--- src/rtl/elink_test_sequencer.sv ---
// elink_test_sequencer: launches the INIT phase, then the two data phases
// (GOLD->ELINK2 on channel 0, ELINK2->GOLD on channel 1) concurrently.
// It collects the engines' completion and mismatch pulses into sticky
// done/error flags and a saturating error count. A per-phase timeout
// guarantees that all three done flags are eventually set.
module elink_test_sequencer #(
  parameter int TIMEOUT_CYC = 65536,
  parameter int CNT_W       = 16
) (
  input  logic             aclk,
  input  logic             aresetn,
  input  logic             start,
  input  logic [11:0]      param_coreid,
  output logic [11:0]      coreid_q,
  output logic [2:0]       go,
  input  logic [2:0]       ph_done,
  input  logic [2:0]       ph_err,
  output logic             done0,
  output logic             done1,
  output logic             done2,
  output logic             error0,
  output logic             error1,
  output logic             error2,
  output logic [CNT_W-1:0] err_count,
  output logic             busy
);

  localparam int          TW      = 32;
  localparam logic [TW-1:0] TO_LAST = TW'(TIMEOUT_CYC - 1);

  typedef enum logic [2:0] {
    S_IDLE,
    S_INIT,
    S_DGO,
    S_DATA,
    S_FIN
  } state_t;

  state_t               state, state_n;
  logic                 start_q;
  logic                 start_armed, start_armed_n;
  logic [2:0]           go_n;
  logic [2:0]           done_r, done_n;
  logic [2:0]           error_r, error_n;
  logic [CNT_W-1:0]     cnt_n;
  logic                 busy_n;
  logic [11:0]          coreid_n;
  logic [2:0][TW-1:0]   tmr, tmr_n;
  logic                 launch;
  logic                 tmo2;
  logic [1:0]           tmo_d;
  logic [2:0]           inc;

  // True on the last allowed cycle of a phase; never true when disabled.
  function automatic logic expired(input logic [TW-1:0] t);
    return (TIMEOUT_CYC != 0) && (t == TO_LAST);
  endfunction

  // Adds up to seven error events to the counter, clamping at all-ones.
  function automatic logic [CNT_W-1:0] sat_add(input logic [CNT_W-1:0] a,
                                              input logic [2:0]       b);
    logic [CNT_W+2:0] s;
    s = {3'b000, a} + {{CNT_W{1'b0}}, b};
    if (s > {3'b000, {CNT_W{1'b1}}}) return '1;
    return s[CNT_W-1:0];
  endfunction

  // Next-state and next-output logic for the phase sequencer.
  always_comb begin
    state_n       = state;
    start_armed_n = start_armed | ~start;
    go_n          = '0;
    done_n        = done_r;
    error_n       = error_r;
    cnt_n         = err_count;
    busy_n        = busy;
    coreid_n      = coreid_q;
    tmr_n         = tmr;
    tmo2          = 1'b0;
    tmo_d         = '0;
    inc           = '0;
    // A start level already high when reset releases is not an edge.
    launch        = start & ~start_q & start_armed;

    case (state)
      S_IDLE, S_FIN: begin
        if (state == S_FIN) busy_n = 1'b0;
        if (launch) begin
          done_n   = '0;
          error_n  = '0;
          cnt_n    = '0;
          coreid_n = param_coreid;
          busy_n   = 1'b1;
          go_n     = 3'b100;
          tmr_n[2] = '0;
          state_n  = S_INIT;
        end
      end

      S_INIT: begin
        tmr_n[2] = tmr[2] + TW'(1);
        tmo2     = expired(tmr[2]) & ~ph_done[2];
        inc      = {2'b00, ph_err[2]} + {2'b00, tmo2};
        if (ph_err[2] | tmo2) error_n[2] = 1'b1;
        if (ph_done[2] | tmo2) begin
          done_n[2] = 1'b1;
          if (error_n[2]) begin
            // A failed INIT makes the data phases meaningless: close them
            // out as errored without counting them.
            done_n[1:0]  = 2'b11;
            error_n[1:0] = 2'b11;
            state_n      = S_FIN;
          end else begin
            state_n = S_DGO;
          end
        end
      end

      S_DGO: begin
        go_n     = 3'b011;
        tmr_n[0] = '0;
        tmr_n[1] = '0;
        state_n  = S_DATA;
      end

      S_DATA: begin
        for (int i = 0; i < 2; i++) begin
          if (!done_r[i]) begin
            tmr_n[i] = tmr[i] + TW'(1);
            tmo_d[i] = expired(tmr[i]) & ~ph_done[i];
            inc      = inc + {2'b00, ph_err[i]} + {2'b00, tmo_d[i]};
            if (ph_err[i] | tmo_d[i])  error_n[i] = 1'b1;
            if (ph_done[i] | tmo_d[i]) done_n[i]  = 1'b1;
          end
        end
        if (&done_n[1:0]) state_n = S_FIN;
      end

      default: state_n = S_IDLE;
    endcase

    cnt_n = sat_add(cnt_n, inc);
  end

  // State and output registers; reset returns everything to idle at once.
  always_ff @(posedge aclk or negedge aresetn) begin
    if (!aresetn) begin
      state       <= S_IDLE;
      start_q     <= 1'b0;
      start_armed <= 1'b0;
      go          <= '0;
      done_r      <= '0;
      error_r     <= '0;
      err_count   <= '0;
      busy        <= 1'b0;
      coreid_q    <= '0;
      tmr         <= '0;
    end else begin
      state       <= state_n;
      start_q     <= start;
      start_armed <= start_armed_n;
      go          <= go_n;
      done_r      <= done_n;
      error_r     <= error_n;
      err_count   <= cnt_n;
      busy        <= busy_n;
      coreid_q    <= coreid_n;
      tmr         <= tmr_n;
    end
  end

  assign done0  = done_r[0];
  assign done1  = done_r[1];
  assign done2  = done_r[2];
  assign error0 = error_r[0];
  assign error1 = error_r[1];
  assign error2 = error_r[2];

endmodule

--- config.mk ---
export PLATFORM = sky130hd
export DESIGN_NAME = elink_test_sequencer
export DESIGN_NICKNAME = d
export VERILOG_FILES = /design/src/rtl/elink_test_sequencer.sv
export SDC_FILE = /design/constraint.sdc
export NUM_CORES = 1
export LEC_CHECK = 0
export ABC_AREA = 1
export ABC_CLOCK_PERIOD_IN_PS = 3200
export BUFFER_PORTS_ARGS = -buffer_cell sky130_fd_sc_hd__buf_2
export CORE_ASPECT_RATIO = 0.5
export CORE_MARGIN = 2
export CORE_UTILIZATION = 34
export DETAILED_ROUTE_END_ITERATION = 8
export PLACE_DENSITY = 0.52
export SLEW_MARGIN = 20
export SYNTH_ARGS = -nofsm -noshare
export SYNTH_HDL_FRONTEND = slang
export SYNTH_SLANG_ARGS = --single-unit
--- constraint.sdc ---
create_clock -name aclk -period 3.2 [get_ports aclk]
set_input_delay 0.16 -clock aclk [delete_from_list [all_inputs] [get_ports aclk]]
set_output_delay 0.16 -clock aclk [all_outputs]
set_load 0.02 [all_outputs]
**Yosys cells after proc, flatten, opt, wreduce, memory -nomap -nowiden**

Index checks and enable logic that the tools add are counted.

- Output and inout port bits: 38
- Register bits after elaboration: 139

- Multiplexer cells: 43
- Bitwise operators: 17
- Add/sub/neg operators: 8
- Reductions and logical operators: 17
- Equality and inequality tests: 15
- Magnitude comparators: 1

Operators with widths:

| cell | count |
|---|---|
| one-hot mux 64 bit (2 select lines) | 1 |
| adder 32 x 1 -> 32 bit (second input constant) | 3 |
| equality test 32 x 16 -> 1 bit (second input constant) | 3 |
| two-way mux 32 bit | 3 |
| two-way mux 16 bit | 4 |
| one-hot mux 32 bit (2 select lines) | 1 |
| two-way mux 3 bit | 9 |
| adder 16 x 3 -> 17 bit | 1 |
| greater-than comparator 17 x 16 -> 1 bit (second input constant) | 1 |
| != test 2 bit (second input constant) | 8 |
| two-way mux 1 bit | 15 |
| one-hot mux 2 bit (3 select lines) | 2 |
| one-hot mux 3 bit (2 select lines) | 2 |
| one-hot mux 3 bit (4 select lines) | 1 |
| AND reduction 2 bit | 6 |
| AND reduction 6 bit | 2 |
| OR 1 bit | 7 |
| adder 3 x 1 -> 3 bit | 2 |
| equality test 3 x 2 -> 1 bit (second input constant) | 2 |
| two-way mux 2 bit | 3 |
| AND reduction 3 bit | 2 |
| nonzero test 2 bit | 3 |
| AND 1 bit | 5 |
| NOT 1 bit | 5 |
| 8 further kinds | 10 |

**Logic depth before layout (Yosys ltp)**

- Depth after elaboration: 13
- Depth in mapped cells: 26
- Mapped depth without buffers: 26

**Least setup slack after synthesis**

Ideal clock, no wire load.

- Kind: reg2reg
- Start: reg tmr[1] in the netlist's numbering
- End: reg err_count[13]
- Stages on the path, launching flop included: 26
- Slack: -0.272 ns
- Path buffers: 1
- Required time: 3.078 ns
- Arrival time: 3.350 ns
- Library setup time: 0.122 ns
- Cells stage by stage: dfrtp_1 ha_1 nand2_1 nor2_1 nand3_1 nor2_1 nand3_1 nor2_1 inv_1 ha_1 nand2_1 inv_1 fa_1 ha_1 nand2_1 nand2_1 fa_1 nand2_1 nand2_1 nand2_1 nor2_2 nand3_2 nor2_2 nand2_2 buf_6 nand2_1

- Longest elaborated chain between the ends: 13

RTL lines:

| element | line | RTL |
|---|---|---|
| start, declared | 48 | `logic [2:0][TW-1:0] tmr, tmr_n;` |
| start signal, assigned | 168 | `tmr <= tmr_n;` |
| equality test 32 x 16 -> 1 bit (*) | 56 | `return (TIMEOUT_CYC != 0) && (t == TO_LAST);` |
| AND 1 bit (*) | 130 | `tmo_d[i] = expired(tmr[i]) & ~ph_done[i];` |
| adder 1 x 1 -> 2 bit (*) | 131 | `inc = inc + {2'b00, ph_err[i]} + {2'b00, tmo_d[i]};` |
| two-way mux 2 bit (*) | 128 | `if (!done_r[i]) begin` |
| two-way mux 3 bit (*) | 85 | `case (state)` |
| adder 3 x 1 -> 3 bit (2 in series) | 131 |  |
| two-way mux 3 bit (*) | 128 |  |
| one-hot mux 3 bit (2 select lines) (*) | 85 |  |
| adder 16 x 3 -> 17 bit (*) | 63 | `s = {3'b000, a} + {{CNT_W{1'b0}}, b};` |
| greater-than comparator 17 x 16 -> 1 bit | 64 | `if (s > {3'b000, {CNT_W{1'b1}}}) return '1;` |
| two-way mux 1 bit | 64 |  |
| two-way mux 16 bit (*) | 65 | `return s[CNT_W-1:0];` |
| net cnt_n[13] | 45 | `logic [CNT_W-1:0] cnt_n;` |
| end signal, assigned | 165 | `err_count <= cnt_n;` |
| end, declared | 24 | `output logic [CNT_W-1:0] err_count,` |

Mark *: on every way through the listed nets, which the timed path passes. The rest lies on a longest branch. The select of a mux whose other input is x is not followed.
A chain may end at the register's enable or synchronous reset.

**Worst setup path after layout**

- Start: reg tmr[1] in the netlist's numbering
- End: reg err_count[3]

The elaborated chain is that of the path after synthesis.

==> impl_metrics.env <==
export IMPL_clockRootBuffer="clkbuf_16"
export IMPL_regArea_sq_um=3453
export IMPL_htreeDepth=4
export IMPL_tightest_slew_ns=0.6700
export IMPL_timing_hold_ws_ns=0.1238
export IMPL_dp_slack_ns=-0.5015
export IMPL_fin_area_sq_um=11300
export IMPL_final_core_util_pct=46.54
export IMPL_clk_path_buf_depth=2
export IMPL_status="finished with violations"
export IMPL_yosysSeqAreaShare_pct=40.59
export IMPL_synth_edf_count=0
export IMPL_fin_crit_ns=3.585
export IMPL_hpwl_um=19040
export IMPL_placed_area_sq_um=10300
export IMPL_viasPerCell=4.836
export IMPL_cts_made_buffers=17
export IMPL_routabilityCongestion=0.9263
export IMPL_synth_distinct_cells=42
export IMPL_postSynth_asyncResetShare_pct=100.0
export IMPL_ys_ff_latch=138
export IMPL_drv_cap=0
export IMPL_layout_nets=1497
export IMPL_wl_um=25690
export IMPL_hold_depth=4
export IMPL_initial_core_util_pct=35.05
export IMPL_cp_arrival_ns=3.95
export IMPL_layout_setup_ws_ns=-0.3853
export IMPL_grt_use_total_pct=19.95
export IMPL_startpoint_type="flop"
export IMPL_path_class="reg2reg"
export IMPL_clkLatencyLatePin_ns=0.44
export IMPL_powerDensity_nw_per_um2=560.9
export IMPL_total_power_w=0.006337
export IMPL_p_leak_nw=5.459
export IMPL_die_area_sq_um=26380
export IMPL_ff2ff_setup_slack_ns=-0.39
export IMPL_synth_top_area_share_pct=40.59
export IMPL_synth_most_common_cell="nand2_1"
export IMPL_coreArea_sq_um=24270
export IMPL_synth_area_per_cell_sq_um=6.906
export IMPL_first_global_vias=8428
export IMPL_grt_ovfl_total=0
export IMPL_worstReg2RegEnd="err_count[3]$_DFF_PN0_"
export IMPL_hp_start="ph_done[2]"
export IMPL_tritoncts="built"
export IMPL_drt_initial_drc_count=555
export IMPL_reg2regPathDepth=25
export IMPL_antennaDiodeCount=0
export IMPL_synth_commonest_cells="nand2_1, nor2_1, inv_1"
export IMPL_grt_pass1_wl_um=41790
export IMPL_clock_skew_ns=0.01154
export IMPL_fin_crit_sh_pct=112.0
export IMPL_synthFlopType="dfrtp_1"
export IMPL_grt_max_degree=64
export IMPL_finalMaxSlewViolations=0
export IMPL_drc=0
export IMPL_hold_path_class="in2reg"
export IMPL_peakVddDrop_uv=380.3
export IMPL_routedWlPerCell_um=14.19
export IMPL_synthesis_area_sq_um=8508
export IMPL_synth_fp_nets=1266
export IMPL_finalHoldViolations=0
export IMPL_antenna_found_initial=0
export IMPL_ys_warnings_count=0
export IMPL_io_pins=59
export IMPL_clkTransAtPathRegs_ns=0.06
export IMPL_areaGrowthSynthToFinish_pct=32.78
export IMPL_fillers=2446
export IMPL_crit_required_ns=3.57
export IMPL_worst_path_max_fanout=5
export IMPL_die_y_um=115.9
export IMPL_worstReg2RegStart="tmr[1]$_DFFE_PN0P_"
export IMPL_cts_sink_count=138
export IMPL_drive_gt1_share_pct=23.07
export IMPL_end_kind="flop"
export IMPL_violations="negative setup slack"
export IMPL_rsz0062_at_grt="yes"
export IMPL_fmax_mhz=278.9
export IMPL_firstDrtPassIters=7
export IMPL_holdPathEnd="state[0]$_DFFE_PN0P_"
export IMPL_setup_viol=16
export IMPL_num_vias=8754
export IMPL_die_width_um=227.7
export IMPL_relSlewSlack_pct=54.99
export IMPL_antenna_left=0
export IMPL_row_count=40
export IMPL_synthesis_instances=1232
export IMPL_synth_top_cell_by_area="dfrtp_1"
export IMPL_synth_area_leaders="dfrtp_1, nand2_1, nor2_1"
export IMPL_multi_input_area_sq_um=4573
export IMPL_io_buffers=58
==> critical path: stages, from the launching register on <==
cell	delay, ns
dfrtp_1	0.39
ha_4	0.17
nand2_4	0.06
nor2_4	0.10
nand3_2	0.09
nor2_4	0.14
nand3_4	0.10
nor2_4	0.14
inv_2	0.06
ha_4	0.21
nand2_2	0.07
inv_2	0.04
fa_2	0.51
nand2_1	0.06
nand2_1	0.07
ha_2	0.18
fa_2	0.21
nand2_2	0.06
nand2_2	0.10
nand2_4	0.06
nor2_4	0.15
nand3_2	0.09
nor2_2	0.12
nand2_2	0.09
buf_6	0.14
o21ai_1	0.09
==> worst max-delay path by stage <==
stage	start	slack (ns)	to	depth (start not counted)
4_1_cts	tmr[0]$_DFFE_PN0P_	-0.34	err_count[3]$_DFF_PN0_	25
2_1_floorplan	tmr[1]$_DFFE_PN0P_	-0.22	err_count[13]$_DFF_PN0_	25
5_1_grt	tmr[1]$_DFFE_PN0P_	-0.64	err_count[3]$_DFF_PN0_	25
6_report	tmr[1]$_DFFE_PN0P_	-0.39	err_count[3]$_DFF_PN0_	25
3_5_place_dp	tmr[1]$_DFFE_PN0P_	-0.50	err_count[11]$_DFF_PN0_	23
3_3_place_gp	tmr[1]$_DFFE_PN0P_	-0.40	err_count[11]$_DFF_PN0_	23
==> routing by layer <==
layer / global-route usage, % / routed length [um] / vias to the layer above
met4: 5.921 / 291 / 0
met1: 26.97 / 12490 / 4106
met5: 0 / 0 / -
li1: - / - / 4439
met3: 3.937 / 1038 / 26
met2: 32.74 / 11870 / 183
==> area by class of cell <==
class                      instances  area share [%]
clock buffer                      19           3.921
multi-input combinational        918           40.48
inverter                         150           5.006
clock inverter                    11           1.307
sequential                       138           30.57
tap                              336           3.721
timing repair buffer             238           15.00
==> power by group <==
part	total [W]	internal (W)	switching [W]
clock network	0.00205	0.00124	0.000808
registers	0.00225	0.00205	0.000203
logic	0.00204	0.000734	0.00130
total	0.00634	0.00402	0.00232
==> state kept, by name (all words and copies together), names as in the netlist, 2 cells and up <==
name       count
state          3
tmr           96
coreid_q      12
go             2
err_count     16
done_r         3
error_r        3
==> per-stage QoR <==
step | setup TNS [ns] | std cells
after detailed placement | -7.185 | 1753
after global placement | -5.802 | 1753
after floorplan | -2.872 | 1232
after global routing | -9.168 | 1810
after CTS | -5.004 | 1807
final | -5.348 | 1810
==> repair_timing <==
| action | in CTS | in global routing |
|---|---|---|
| hold buffers | 14 | 0 |
| pin swaps | 6 | 13 |
| setup buffers | 10 | 3 |
| gates resized for setup | 10 | 38 |
| endpoints found under the hold margin | 74 | 0 |
| cloned | 0 | 0 |
| endpoints found under the setup margin | 16 | 16 |
==> layout by cell type, fill, tap and decap left out, types with 8 or more instances in the layout <==
cell / count
nand2_1: 342
nor2_1: 166
buf_4: 163
inv_1: 138
dfrtp_1: 138
nand3_1: 88
o21ai_0: 58
buf_2: 57
nand4_1: 47
nor3_1: 43
a21oi_1: 35
nand2_2: 24
clkbuf_16: 17
nor2_4: 14
dlygate4sd3_1: 14
nor2_2: 13
xor2_1: 13
inv_2: 10
xnor2_1: 8
==> kinds of logic after synthesis <==
family	Yosys count	share of synthesized area [%]
buffers and inverters	176	8.147
AO/OA/AOI/OAI	116	7.265
adder cells (fa/ha/maj)	13	2.088
AND/OR/NAND/NOR	768	39.75
XOR/XNOR	21	2.162
flip-flops	138	40.59
Note: power is estimated with default switching activity, not from simulation.
